File: src/rtl/lcd_sync_rx_pkg.sv
// Shared timing definitions for the LTM panel receive path.
// Holds the nominal 800x480 geometry, counter saturation limits, the lock
// FSM state encoding (same values the sync generator side uses) and small
// saturating-increment helpers for the 11-bit and 10-bit counters.
package lcd_sync_rx_pkg;

  localparam logic [10:0] DEF_H_TOTAL     = 11'd1056;
  localparam logic [9:0]  DEF_V_TOTAL     = 10'd525;
  localparam logic [10:0] DEF_H_ACTIVE    = 11'd800;
  localparam logic [9:0]  DEF_V_ACTIVE    = 10'd480;
  localparam logic [3:0]  DEF_LOCK_FRAMES = 4'd2;

  localparam logic [10:0] H_SAT = 11'h7FF;
  localparam logic [9:0]  V_SAT = 10'h3FF;

  typedef enum logic [1:0] {
    ST_SEARCH = 2'd0,
    ST_CHECK  = 2'd1,
    ST_LOCKED = 2'd2
  } rx_state_e;

  function automatic logic [10:0] sat_inc11(input logic [10:0] v);
    return (v == H_SAT) ? v : v + 11'd1;
  endfunction

  function automatic logic [9:0] sat_inc10(input logic [9:0] v);
    return (v == V_SAT) ? v : v + 10'd1;
  endfunction

endpackage

File: src/rtl/lcd_edge_det.sv
// Single-flop sampler with a registered falling-edge pulse for an
// active-low strobe.
//   clk   in  sampling clock
//   rst_n in  asynchronous active-low reset
//   din   in  raw strobe, synchronous to clk
//   fall  out 1-cycle pulse, aligned with the cycle the low level is sampled
// The sample flop resets to 0, so a strobe that is already low when reset
// is released is not taken as an edge: the frame/line in progress is not
// treated as a fresh boundary.
module lcd_edge_det (
  input  logic clk,
  input  logic rst_n,
  input  logic din,
  output logic fall
);

  logic samp_q, samp_d;
  logic fall_q, fall_d;

  always_comb begin
    samp_d = din;
    fall_d = samp_q & ~din;
  end

  always_ff @(posedge clk or negedge rst_n) begin
    if (!rst_n) begin
      samp_q <= 1'b0;
      fall_q <= 1'b0;
    end else begin
      samp_q <= samp_d;
      fall_q <= fall_d;
    end
  end

  assign fall = fall_q;

endmodule

File: src/rtl/lcd_sync_rx.sv
// Receive side of the LTM panel timing interface. Recovers pixel
// coordinates from the active-low HD/VD/DEN strobes, measures line and
// frame totals, verifies them against the expected geometry and reports
// lock and errors.
//   CLK, RST_n       pixel clock, asynchronous active-low reset
//   HD, VD, DEN      active-low line strobe, frame strobe, data enable
//   iCLR_ERR         clears oERR_STICKY (a same-cycle oERR wins)
//   oDE, oX, oY      data enable and pixel coordinates (x/y valid while oDE)
//   oSOF, oEOL       first pixel of frame, last pixel of line
//   oLOCKED          geometry verified for LOCK_FRAMES consecutive frames
//   oH_MEAS, oV_MEAS last measured line length (cycles) / frame length (lines)
//   oERR, oERR_STICKY mismatch pulse while locked, and its sticky copy
//   oSTATE           current lock FSM state (debug)
// Pipeline: stage 1 samples the strobes (edge detect for HD/VD), stage 2
// registers every output, so inputs reach the outputs 2 clocks later.
// oDE is a pure qualifier: no backpressure exists, and oX/oY/oSOF/oEOL are
// only meaningful in cycles where oDE is 1.
module lcd_sync_rx
  import lcd_sync_rx_pkg::*;
#(
  parameter logic [10:0] H_TOTAL     = DEF_H_TOTAL,
  parameter logic [9:0]  V_TOTAL     = DEF_V_TOTAL,
  parameter logic [10:0] H_ACTIVE    = DEF_H_ACTIVE,
  parameter logic [9:0]  V_ACTIVE    = DEF_V_ACTIVE,
  parameter logic [3:0]  LOCK_FRAMES = DEF_LOCK_FRAMES
) (
  input  logic        CLK,
  input  logic        RST_n,
  input  logic        HD,
  input  logic        VD,
  input  logic        DEN,
  input  logic        iCLR_ERR,
  output logic        oDE,
  output logic [10:0] oX,
  output logic [9:0]  oY,
  output logic        oSOF,
  output logic        oEOL,
  output logic        oLOCKED,
  output logic [10:0] oH_MEAS,
  output logic [9:0]  oV_MEAS,
  output logic        oERR,
  output logic        oERR_STICKY,
  output logic [1:0]  oSTATE
);

  // ---------------- stage 1 ----------------
  logic hd_fall, vd_fall;
  logic den_s_q, den_s_d;

  lcd_edge_det u_hd_edge (.clk(CLK), .rst_n(RST_n), .din(HD), .fall(hd_fall));
  lcd_edge_det u_vd_edge (.clk(CLK), .rst_n(RST_n), .din(VD), .fall(vd_fall));

  // ---------------- stage 2 state ----------------
  rx_state_e   state_q, state_d;
  logic [3:0]  good_cnt_q, good_cnt_d;
  logic [10:0] hcnt_q, hcnt_d;
  logic [9:0]  vcnt_q, vcnt_d;
  logic [10:0] x_q, x_d;
  logic [9:0]  y_q, y_d;
  logic        line_den_q, line_den_d;   // current line has seen DEN low
  logic        frame_bad_q, frame_bad_d; // a line of this frame failed

  logic        de_q, de_d;
  logic [10:0] x_out_q, x_out_d;
  logic [9:0]  y_out_q, y_out_d;
  logic        sof_q, sof_d;
  logic        eol_q, eol_d;
  logic        locked_q, locked_d;
  logic [10:0] h_meas_q, h_meas_d;
  logic [9:0]  v_meas_q, v_meas_d;
  logic        err_q, err_d;
  logic        sticky_q, sticky_d;

  // ---------------- stage 2 combinational ----------------
  logic        den_act;
  logic [10:0] hcnt_meas;
  logic        line_bad;
  logic [10:0] x_base;
  logic [9:0]  y_line, vcnt_line, y_base;
  logic        frame_bad;
  logic        frame_good;

  always_comb begin
    den_s_d   = DEN;
    den_act   = ~den_s_q;
    hcnt_meas = sat_inc11(hcnt_q);

    // Closing line: wrong length, or a DEN line with the wrong pixel count.
    line_bad  = (hcnt_meas != H_TOTAL) | (line_den_q & (x_q != H_ACTIVE));

    // When HD and VD fall together the line is closed first (it counts in
    // vcnt/y of the frame being closed), then the frame is closed.
    x_base    = hd_fall ? 11'd0 : x_q;
    y_line    = (hd_fall & line_den_q) ? sat_inc10(y_q) : y_q;
    vcnt_line = hd_fall ? sat_inc10(vcnt_q) : vcnt_q;
    y_base    = vd_fall ? 10'd0 : y_line;

    frame_bad  = frame_bad_q | (hd_fall & line_bad);
    // Saturated counters can never equal the nominal totals, so the
    // equality tests also reject saturated frames.
    frame_good = ~frame_bad & (vcnt_line == V_TOTAL) & (y_line == V_ACTIVE);

    hcnt_d      = hd_fall ? 11'd0 : sat_inc11(hcnt_q);
    x_d         = den_act ? sat_inc11(x_base) : x_base;
    line_den_d  = den_act | (line_den_q & ~hd_fall);
    y_d         = y_base;
    vcnt_d      = vd_fall ? 10'd0 : vcnt_line;
    frame_bad_d = vd_fall ? 1'b0 : frame_bad;
    h_meas_d    = hd_fall ? hcnt_meas : h_meas_q;
    v_meas_d    = vd_fall ? vcnt_line : v_meas_q;

    // Lock FSM
    state_d    = state_q;
    good_cnt_d = good_cnt_q;
    err_d      = 1'b0;
    case (state_q)
      ST_SEARCH: begin
        // The frame in progress when searching starts is never trusted.
        if (vd_fall) begin
          state_d    = ST_CHECK;
          good_cnt_d = 4'd0;
        end
      end
      ST_CHECK: begin
        if (vd_fall) begin
          if (frame_good) begin
            good_cnt_d = good_cnt_q + 4'd1;
            if (good_cnt_q + 4'd1 >= LOCK_FRAMES) state_d = ST_LOCKED;
          end else begin
            good_cnt_d = 4'd0;
          end
        end
      end
      ST_LOCKED: begin
        if ((hd_fall & line_bad) | (vd_fall & ~frame_good)) begin
          err_d   = 1'b1;
          state_d = ST_SEARCH;
        end
      end
      default: state_d = ST_SEARCH;
    endcase

    // Output register inputs
    de_d     = den_act;
    x_out_d  = den_act ? x_base : 11'd0;
    y_out_d  = den_act ? y_base : 10'd0;
    sof_d    = den_act & (x_base == 11'd0) & (y_base == 10'd0);
    eol_d    = den_act & DEN;   // raw DEN is the next cycle's sample
    locked_d = (state_d == ST_LOCKED);
    sticky_d = err_q | (sticky_q & ~iCLR_ERR);
  end

  always_ff @(posedge CLK or negedge RST_n) begin
    if (!RST_n) begin
      den_s_q     <= 1'b1;
      state_q     <= ST_SEARCH;
      good_cnt_q  <= 4'd0;
      hcnt_q      <= 11'd0;
      vcnt_q      <= 10'd0;
      x_q         <= 11'd0;
      y_q         <= 10'd0;
      line_den_q  <= 1'b0;
      frame_bad_q <= 1'b0;
      de_q        <= 1'b0;
      x_out_q     <= 11'd0;
      y_out_q     <= 10'd0;
      sof_q       <= 1'b0;
      eol_q       <= 1'b0;
      locked_q    <= 1'b0;
      h_meas_q    <= 11'd0;
      v_meas_q    <= 10'd0;
      err_q       <= 1'b0;
      sticky_q    <= 1'b0;
    end else begin
      den_s_q     <= den_s_d;
      state_q     <= state_d;
      good_cnt_q  <= good_cnt_d;
      hcnt_q      <= hcnt_d;
      vcnt_q      <= vcnt_d;
      x_q         <= x_d;
      y_q         <= y_d;
      line_den_q  <= line_den_d;
      frame_bad_q <= frame_bad_d;
      de_q        <= de_d;
      x_out_q     <= x_out_d;
      y_out_q     <= y_out_d;
      sof_q       <= sof_d;
      eol_q       <= eol_d;
      locked_q    <= locked_d;
      h_meas_q    <= h_meas_d;
      v_meas_q    <= v_meas_d;
      err_q       <= err_d;
      sticky_q    <= sticky_d;
    end
  end

  assign oDE         = de_q;
  assign oX          = x_out_q;
  assign oY          = y_out_q;
  assign oSOF        = sof_q;
  assign oEOL        = eol_q;
  assign oLOCKED     = locked_q;
  assign oH_MEAS     = h_meas_q;
  assign oV_MEAS     = v_meas_q;
  assign oERR        = err_q;
  assign oERR_STICKY = sticky_q;
  assign oSTATE      = state_q;

endmodule

File: config.mk
export PLATFORM = sky130hd
export DESIGN_NAME = lcd_sync_rx
export DESIGN_NICKNAME = d
export VERILOG_FILES = /design/src/rtl/lcd_sync_rx_pkg.sv /design/src/rtl/lcd_edge_det.sv /design/src/rtl/lcd_sync_rx.sv
export SDC_FILE = /design/constraint.sdc
export NUM_CORES = 1
export LEC_CHECK = 0
export CAP_MARGIN = 0
export CELL_PAD_IN_SITES_DETAIL_PLACEMENT = 1
export CELL_PAD_IN_SITES_GLOBAL_PLACEMENT = 2
export CORE_UTILIZATION = 36
export CTS_CLUSTER_SIZE = 28
export DETAILED_ROUTE_END_ITERATION = 10
export PLACE_DENSITY = 0.78
export SYNTH_ARGS = -nofsm -noshare
export SYNTH_HDL_FRONTEND = slang
export SYNTH_SLANG_ARGS = --single-unit
File: constraint.sdc
create_clock -name CLK -period 3.6 [get_ports CLK]
set_input_delay 0.36 -clock CLK [delete_from_list [all_inputs] [get_ports CLK]]
set_output_delay 0.36 -clock CLK [all_outputs]
set_load 0.05 [all_outputs]
==> flow_summary_export.csv <==
group,metric,value,unit
cells_and_area,finalInstanceArea,5718,um2
critical_path,crit_fanout,6,
critical_path,endpoint_kind,"register",
timing,post-route-period-util,0.7879,
clock_tree,clock_latency,0.35,ns
global_routing,first_global_vias,3656,
global_routing,antenna_found_initial,0,
pwr,power_switching,836.6,uW
critical_path,worstSetupPathType,"register to register",
global_routing,grt_max_degree,54,
flow_run,maxCapViolations,0,
global_routing,grt-ovfl-total,0,
timing,hold_slack,0.03647,ns
timing,fin_setup_tns,0,ns
outcome,status,"finished, final reports clean",
clock_tree,cts.sinks,103,
yosys,netlist_instances,461,
clock_tree,clock_path_buffers,2,
clock_tree,cts_max_level,3,
routing,via_per_inst,5.151,
placed_design,placed_area,5421,um2
timing,period_needed,2.837,ns
pwr,p_int,1966,uW
timing,fin_skew,0.006338,ns
floorplan,start_util,0.3696,
routing,wl_per_cell,15.49,um
cells_and_area,regArea,2579,um2
critical_path,worstRegToRegCells,8,
pwr,combPwrFrac,0.182,
yosys,async_reset_ff_frac,1.000,
floorplan,ios,56,
timing,tightest_slew,0.7295,ns
cells_and_area,multiInputGateArea,1984,um2
critical_path,rr_startpoint,"y_q[0]",
critical_path,slowest_delay,0.68,ns
timing,grt_setup_unrepaired,"no",
yosys,synthTopCellsByArea,"dfrtp_1 (55%), nor2_1 (4.5%), nand2_1 (2.8%)",
yosys,synth_top_area_cell,"dfrtp_1",
yosys,yosysTopAreaCellShare,0.5450,
routing,detail_route.wirelength,10690,um
placed_design,gp_congestion,0.8173,
global_routing,grt_usage,0.1787,
timing,fmax,352.5,MHz
timing,hold_viol_final,0,
critical_path,cp_slowest_cell,"o311ai_1",
yosys,synth-edff-count,0,
cells_and_area,nFillCells,1431,
critical_path,crit_path_start_kind,"register",
routing,drc,0,
yosys,yosysSeqAreaShare,0.5506,
cells_and_area,syn_to_final_growth,22.09,%
routing,drtAntennaViolNets,0,
hold_path,hold_class,"input pin to async pin",
pwr,switching_share,0.2985,
cells_and_area,drive_gt1_frac,0.06371,
cells_and_area,utilization,0.4513,
yosys,synth_area_per_cell,10.16,um2
pwr,power_leakage,0.002497,uW
clock_tree,cts.reportedPaths.clkPinSlew,0.07,ns
critical_path,ff2ff_setup_slack,0.76,ns
yosys,ys_warn_count,0,
placed_design,io_buffers,55,
clock_tree,root_buffer,"clkbuf_16",
pwr,vdd_drop_max,0.2705,mV
critical_path,r2r_end,"oSTATE[0]",
critical_path,crit_arrival,3.07,ns
routing,vias,3554,
clock_tree,post-cts-setup-buffer-count,0,
clock_tree,cts_made_buffers,9,
routing,drtIter0Drc,128,
yosys,synth_nets,474,
clock_tree,cts_tree,"built",
yosys,synth_seq_cells,103,
floorplan,dieWidth,116.1,um
pwr,seq_power_share,0.476,
critical_path,required,3.84,ns
timing,finalMaxSlewViolations,0,
critical_path,path_cells,"ha_1 -> nand2_1 -> o311ai_1 -> nor3b_1 -> o2111ai_2 -> nor4_4 -> nand2_2 -> o31a_1",
floorplan,num_rows,41,
routing,first_pass_iters,5,
floorplan,fp.coreArea,12670,um2
timing,setup_violations,0,
floorplan,dieArea,13470,um2
clock_tree,cts_hold_buf,0,
pwr,totalPowerFinal,2803,uW
pwr,powerDensity,490.2,nW/um2
yosys,syn_area,4683,um2
yosys,yosysUniqueCellTypes,48,
clock_tree,cts_resized,0,
cells_and_area,nets,526,
yosys,ys.flop_type,"dfrtp_1",
cells_and_area,antenna_cells,0,
floorplan,die_height,116.1,um
timing,max_slew_margin,0.5059,
global_routing,grt_first_pass_wirelength,18380,um
pwr,p_clk_frac,0.342,
placed_design,dp_hpwl,7544,um
layout by cell type, fill, tap and decap left out, drive strengths merged, types with 14 or more instances in the layout:
cell type	count
inv	14
nand2	36
a21oi	26
dfrtp	102
o21ai	20
clkdlybuf4s50	54
nor3	18
nand3	17
nor2	56
clkbuf	14
registers in the layout, summed over array words and instances (netlist names), 2 cells and up:
register and cells:
vcnt_q 10, oY 10, oSTATE 2, good_cnt_q 4, y_q 10, oH_MEAS 11
x_q 11, oV_MEAS 10, oX 11, hcnt_q 11
per-stage QoR:
stage          cells  setup slack (ns)
5_1_grt          690            0.5223
6_report         690            0.7634
3_3_place_gp     674            0.8663
3_5_place_dp     674            0.7478
4_1_cts          690            0.7299
2_1_floorplan    461             1.013
power groups by stage:
stage,clock [uW],combinational [uW],sequential (uW)
after floorplan,0,210,1470
after global placement,0,509,1350
after detailed placement,0,517,1360
after CTS,992,520,1330
after global routing,1040,563,1350
final,959,510,1330
metal layers:
metal | vias up | share of wire | global-route usage
met4 | 0 | 0.022 | 0.08205
li1 | 1721 | - | -
met5 | - | 0 | 0
met3 | 14 | 0.030 | 0.03190
met1 | 1756 | 0.49 | 0.2444
met2 | 63 | 0.45 | 0.2766
worst max-delay path: cells and delay by family, from the launching register on:
family | cells | cell delay [ns]
AND/OR/NAND/NOR | 4 | 0.94
AO/OA/AOI/OAI | 3 | 1.10
flip-flops | 1 | 0.44
adder cells (fa/ha/maj) | 1 | 0.24
worst max-delay path by stage:
stage	slack, ns	startpoint	endpoint
2_1_floorplan	1.01	vcnt_q[4]	oSTATE[0]
3_3_place_gp	0.87	vcnt_q[4]	oSTATE[0]
3_5_place_dp	0.75	y_q[0]	oSTATE[0]
4_1_cts	0.73	y_q[0]	oSTATE[0]
5_1_grt	0.52	y_q[0]	oLOCKED
6_report	0.76	y_q[0]	oSTATE[0]
logic make-up (layout without fill, tap and decap cells):
family	after synthesis	in the layout	share of synthesized area
compound gates	78	78	0.1037
xor+xnor	19	19	0.03553
fa+ha+maj	7	7	0.01870
buf+inv	32	89	0.02565
flops	103	103	0.5506
mux	17	17	0.03767
simple gates	205	205	0.2282
area by class of cell:
class | count | area share
well taps | 172 | 0.03764
clock buffers | 14 | 0.04967
repair buffers | 59 | 0.1033
inverters | 14 | 0.009190
clock inverters | 2 | 0.002188
multi-input cells | 326 | 0.3470
flip-flops and latches | 103 | 0.4510
cell usage after synthesis (all sizes together), types with 2 or more instances:
cell / count
dfrtp: 102
nor2: 56
nand2: 36
a21oi: 26
o21ai: 20
nor3: 18
clkbuf: 17
nand3: 17
inv: 14
and2: 13
mux2i: 12
nand4: 11
nor2b: 11
xor2: 11
nand2b: 9
xnor2: 8
a31oi: 7
ha: 7
and3: 5
and4: 5
mux2: 5
nor3b: 5
nor4: 5
o31ai: 5
o211ai: 4
nand3b: 3
or3: 3
or4: 3
a21boi: 2
a311oi: 2
a41oi: 2
o21a: 2
o31a: 2
or2: 2
Note: power is estimated with default switching activity, not from simulation.
==> patch 1 (same settings) <==
`x_q` and `y_q` no longer have a reset.
--- a/src/rtl/lcd_sync_rx.sv
+++ b/src/rtl/lcd_sync_rx.sv
@@ -157,8 +157,6 @@
       good_cnt_q  <= 4'd0;
       hcnt_q      <= 11'd0;
       vcnt_q      <= 10'd0;
-      x_q         <= 11'd0;
-      y_q         <= 10'd0;
       line_den_q  <= 1'b0;
       frame_bad_q <= 1'b0;
       de_q        <= 1'b0;
@@ -177,8 +175,6 @@
       good_cnt_q  <= good_cnt_d;
       hcnt_q      <= hcnt_d;
       vcnt_q      <= vcnt_d;
-      x_q         <= x_d;
-      y_q         <= y_d;
       line_den_q  <= line_den_d;
       frame_bad_q <= frame_bad_d;
       de_q        <= de_d;
@@ -194,6 +190,11 @@
     end
   end
 
+  always_ff @(posedge CLK) begin
+    x_q <= x_d;
+    y_q <= y_d;
+  end
+
   assign oDE         = de_q;
   assign oX          = x_out_q;
   assign oY          = y_out_q;
Formal check against the unedited RTL: differs if RST_n is asserted again (counterexample within 10 cycles, from zero or initial values and one cycle with RST_n low); with RST_n held inactive, the same outputs for 10 cycles.
==> patch 1 against the unedited design <==
- design area down 1.7%
- total power increased by 1.7%
- non-clock buffer count rose by 2
- sequential share of layout area is 1.1 points lower
- worst hold slack improved by 0.081 ns
- count of clock-buffer cells in the layout fell by 4
- fmax is 1.2% lower
- sequential cell count stayed put
- clock power rose by 5%
- first-iteration DRC count decreased by 7.0%
- routed wire length decreased by 2.4%
- setup slack got worse by 0.034 ns
- area after synthesis shrank 2.2%
==> patch 1: results (changes against the unedited design) <==
Placement:
- The count of port buffers added during placement is 55 (unchanged).
- The placed cell count is 672 (was 674).
- The estimated wirelength of the detail-placed design was 7440 um (was 7540 um).
- The placed standard-cell area came to 5310 um^2 (was 5420 um^2).
- The routability congestion estimate was 0.841 (was 0.817).

Outcome:
- Run status: complete, no violations (unchanged).

Timing:
- The worst slew margin relative to its limit is 41.1% (was 50.6%).
- The final setup skew came to 0.00731 ns (was 0.00634 ns).

Synthesis:
- Top cells by area, synth: sky130_fd_sc_hd__dfrtp_1, sky130_fd_sc_hd__dfxtp_1, sky130_fd_sc_hd__nor2_1, sky130_fd_sc_hd__nand2_1, sky130_fd_sc_hd__a21oi_1 (was sky130_fd_sc_hd__dfrtp_1, sky130_fd_sc_hd__nor2_1, sky130_fd_sc_hd__nand2_1, sky130_fd_sc_hd__a21oi_1, sky130_fd_sc_hd__mux2i_1).
- Cell types with the highest counts after synthesis: sky130_fd_sc_hd__dfrtp_1, sky130_fd_sc_hd__nor2_1, sky130_fd_sc_hd__nand2_1 (unchanged).
- The async set-reset flop share out of synthesis is 79.6% (was 100%).
- The post-synthesis cell count came to 461 (unchanged).
- The number of different library cells in the post-synthesis netlist is 49 (was 48).
- The most instantiated flip-flop cell in the synthesis netlist was sky130_fd_sc_hd__dfrtp_1 (unchanged).
- The sequential area share after synthesis is 54.0% (was 55.1%).
- The number of nets produced by synthesis was 474 (unchanged).
- The count of synthesis-stage warnings from yosys is 0 (unchanged).

Detailed routing:
- The average detailed-routed wire length per instance is 15.2 um (was 15.5 um).
- The iteration count of the initial detailed-routing pass is 4 (was 5).
- The number of routed nets with antenna violations is 0 (unchanged).
- The vias per cell is 5.05 (was 5.15).
- The count of vias placed by the detailed router came to 3477 (was 3554).
- The number of DRC markers after the initial detailed-route iteration is 119 (was 128).

Die:
- The placement row count is 40 (was 41).

Worst hold path:
- The path type of the worst min-delay path is input port to async pin (unchanged).

Global routing:
- The via count of the first global-routing pass is 3608 (was 3656).
- The global-route track usage on met1 came to 24.5% (was 24.4%).
- The total routing usage reported by global routing is 17.6% (was 17.9%).
- The met2 track demand over resource in global routing is 27.6% (was 27.7%).
- The met3 capacity usage during global routing is 3.95% (was 3.19%).
- The pin count of the biggest net entering global routing is 69 (was 54).
- The wire length of the first global-routing pass is 18100 um (was 18400 um).

Finish:
- The share of layout cells above drive strength 1 came to 6.92% (was 6.37%).
- The number of fill cells in the layout is 1410 (was 1431).
- The net count reported at finish is 528 (was 526).

Power:
- The worst IR drop on VDD is 0.303 mV (was 0.271 mV).
- The cell-internal power is 1980 uW (was 1970 uW).
- The static leakage is 0.00239 uW (was 0.00250 uW).

Clocking:
- The total setup buffers inserted after CTS is 0 (unchanged).

Critical path:
- The data arrival time at the worst-slack endpoint is 3.11 ns (was 3.07 ns).
-- patch 1: cell count changes in the layout (fill, tap and decap cells not counted), sizes merged --
cell,unedited run,this run
dfrtp,102,81
dfxtp,0,21
clkbuf,14,10
buf,5,7
clkinv,1,3
inv,14,16
bufinv,0,1
clkinvlp,1,0
-- patch 1: through the flow --
stage	power (uW)	hold WS (ns)	setup WS, ns
2_1_floorplan	1680	0.0644	1.01
3_3_place_gp	1850	0.442	0.853
3_5_place_dp	1870	0.448	0.748
4_1_cts	2890	0.165	0.730
5_1_grt	2980	0.205	0.417
6_report	2850	0.117	0.730
-- patch 1: path summary, 6_finish.rpt --
path,slack [ns],start,endpoint,cells after the start
min,0.12,RST_n,oH_MEAS[2]$_DFFE_PN0P_,1
min reg2reg,0.46,oERR$_DFF_PN0_,oERR_STICKY$_DFF_PN0_,1
max in group asynchronous,2.66,RST_n,den_s_q$_DFF_PN1_,2
max,0.73,y_q[0]$_DFF_P_,oSTATE[0]$_DFF_PN0_,8
min in group CLK,0.46,oERR$_DFF_PN0_,oERR_STICKY$_DFF_PN0_,1
max reg2reg,0.73,y_q[0]$_DFF_P_,oSTATE[0]$_DFF_PN0_,8
-- patch 1: cell type report --
cell class	count	area (um^2)	area share, %
timing repair buffer	61	593	10.6
multi-input combinational	326	1980	35.3
clock buffer	10	239	4.25
sequential	103	2470	44.0
inverter	14	52.6	0.935
clock inverter	6	67.6	1.20
tap	168	210	3.74
-- patch 1: power by group through the flow --
stage                     registers (uW)  clock network (uW)  logic, uW
final                               1330                1010        514
after global routing                1340                1080        559
after CTS                           1330                1040        521
after detailed placement            1350                   0        518
after global placement              1340                   0        508
after floorplan                     1470                   0        209
-- patch 1: cell families after synthesis --
| kind of cell | share of synthesized area (%) |
|---|---|
| AO/OA/AOI/OAI | 10.6 |
| multiplexers | 3.85 |
| AND/OR/NAND/NOR | 23.3 |
| XOR/XNOR | 3.63 |
| buffers and inverters | 2.62 |
| adder cells (fa/ha/maj) | 1.91 |
| flip-flops | 54.0 |
-- patch 1: critical path, stage by stage, from the launching register on --
cell and delay [ns]:
sky130_fd_sc_hd__dfxtp_1 0.43, sky130_fd_sc_hd__ha_1 0.23, sky130_fd_sc_hd__nand2_1 0.13, sky130_fd_sc_hd__o311ai_1 0.67
sky130_fd_sc_hd__nor3b_1 0.31, sky130_fd_sc_hd__o2111ai_2 0.19, sky130_fd_sc_hd__nor4_4 0.42, sky130_fd_sc_hd__nand2_2 0.13
sky130_fd_sc_hd__o31a_1 0.24
-- patch 1: routing by layer --
metal	routed length, um	share of wire (%)
met1	5190	50
met2	4830	46
met3	286	2.7
met4	129	1.2
met5	0	0
==> patch 2 (same flow settings) <==
Without the edit above. Register the output `oV_MEAS` once more, without a reset; this adds one clock of latency there. The other outputs are not delayed to match. Comments in the files are not updated.
--- a/src/rtl/lcd_sync_rx.sv
+++ b/src/rtl/lcd_sync_rx.sv
@@ -201,7 +201,9 @@
   assign oEOL        = eol_q;
   assign oLOCKED     = locked_q;
   assign oH_MEAS     = h_meas_q;
-  assign oV_MEAS     = v_meas_q;
+  always_ff @(posedge CLK) begin
+    oV_MEAS <= v_meas_q;
+  end
   assign oERR        = err_q;
   assign oERR_STICKY = sticky_q;
   assign oSTATE      = state_q;
Formal check against the unedited RTL: not equivalent (a bounded check fails within 4 cycles, from zero or initial values and one cycle with RST_n low).
==> patch 2 against the unedited design <==
- routed wire length grew 6.8%
- total power increased by 30%
- critical path type unchanged
- setup slack better by 0.048 ns
- core utilization grew 1.8 points
- area after synthesis is 4.3% higher
- critical endpoint unchanged
- sequential cell count rose by 10
- design area rose by 8.6%
- fmax is 1.7% higher
- largest cell class unchanged
==> patch 2: results (changes against the unedited design) <==
Outcome:
- Run status: complete, no violations (unchanged).

Detailed routing:
- The sum of routed wire length over all layers was 11400 um (was 10700 um).
- The iteration count of the initial detailed-routing pass is 4 (was 5).
- The count of vias placed by the detailed router came to 3696 (was 3554).
- The number of DRC markers after the initial detailed-route iteration was 147 (was 128).

Critical path:
- The data arrival time at the worst-slack endpoint is 3.10 ns (was 3.07 ns).
- The register-to-register setup slack is 0.81 ns (was 0.76 ns).
- The worst stage delay on the critical path is 0.65 ns (was 0.68 ns).

Global routing:
- The via count of the first global-routing pass is 3975 (was 3656).
- The total routing usage reported by global routing is 18.2% (was 17.9%).
- The wire length of the first global-routing pass was 19700 um (was 18400 um).
- The pin count of the biggest net entering global routing was 85 (was 54).
- The met2 track demand over resource in global routing is 30.8% (was 27.7%).
- The global-route track usage on met1 is 21.9% (was 24.4%).
- The initial antenna violation count is 0 (unchanged).

Finish:
- The net count reported at finish came to 545 (was 526).
- The share of layout cells above drive strength 1 is 8.44% (was 6.37%).
- The number of standard cells in the final layout excluding fillers is 721 (was 690).

Clocking:
- The clock root buffer is sky130_fd_sc_hd__clkbuf_16 (unchanged).
- The total number of H-tree levels was 4 (was 3).
- The clock input transition at the sequential cells of the worst setup and hold paths came to 0.05 ns (was 0.07 ns).
- The latest clock arrival within the worst-skew pair came to 0.42 ns (was 0.35 ns).
- The number of buffers added by the clock tree synthesis step is 17 (was 9).

Synthesis:
- The sequential area share after synthesis is 56.9% (was 55.1%).
- The number of different library cells in the post-synthesis netlist is 49 (was 48).
- The number of nets produced by synthesis is 484 (was 474).
- The post-synthesis cell count is 471 (was 461).
- The cell area after synthesis is 4880 um^2 (was 4680 um^2).
- Cell types with the highest counts after synthesis: sky130_fd_sc_hd__dfrtp_1, sky130_fd_sc_hd__nor2_1, sky130_fd_sc_hd__nand2_1 (unchanged).
- The async set-reset flop share out of synthesis is 91.2% (was 100%).
- Top cells by area, synth: sky130_fd_sc_hd__dfrtp_1, sky130_fd_sc_hd__nor2_1, sky130_fd_sc_hd__dfxtp_1, sky130_fd_sc_hd__nand2_1, sky130_fd_sc_hd__a21oi_1 (was sky130_fd_sc_hd__dfrtp_1, sky130_fd_sc_hd__nor2_1, sky130_fd_sc_hd__nand2_1, sky130_fd_sc_hd__a21oi_1, sky130_fd_sc_hd__mux2i_1).

Placement:
- The placed standard-cell area is 5620 um^2 (was 5420 um^2).
- The estimated wirelength of the detail-placed design is 7900 um (was 7540 um).
- The routability congestion estimate came to 0.794 (was 0.817).
- The placed cell count came to 689 (was 674).
- The post-place setup slack is 0.792 ns (was 0.748 ns).

Timing:
- The actual slew at the worst max-slew pin is 1.06 ns (was 0.730 ns).
- The highest clock rate came to 359 MHz (was 353 MHz).
- The final setup skew came to 0.00746 ns (was 0.00634 ns).
- The worst-case hold slack is 0.141 ns (was 0.0365 ns).

Power:
- The static leakage is 0.00273 uW (was 0.00250 uW).
- The net switching power is 992 uW (was 837 uW).
- The worst IR drop on VDD is 0.427 mV (was 0.271 mV).
## patch 2: metal layers
metal	wire [um]	vias up
met5	0	-
met4	225	0
met3	286	16
met2	5700	46
met1	5210	1863
li1	-	1771
## patch 2: kinds of logic (layout without fill, tap and decap cells)
kind of cell    after synthesis  in the layout  synth area share, %
simple gates                205            205                 21.9
fa+ha+maj                     7              7                 1.79
compound gates               78             78                 9.94
buf+inv                      32            106                 2.46
xor+xnor                     19             19                 3.41
mux                          17             17                 3.61
flops                       113            113                 56.9
## patch 2: power groups by stage
stage / Sequential, uW / Clock (uW) / Combinational [uW]
finish: 1460 / 1660 / 525
global route: 1470 / 1750 / 572
CTS: 1460 / 1690 / 535
detailed placement: 1480 / 0 / 531
global placement: 1470 / 0 / 516
floorplan: 1600 / 0 / 210
## patch 2: layout make-up
class | count | area, um^2
tap | 176 | 220
inverter | 14 | 52.6
timing repair buffer | 60 | 586
clock inverter | 5 | 75.1
clock buffer | 27 | 513
fill | 1483 | 7030
multi-input combinational | 326 | 1980
sequential | 113 | 2780
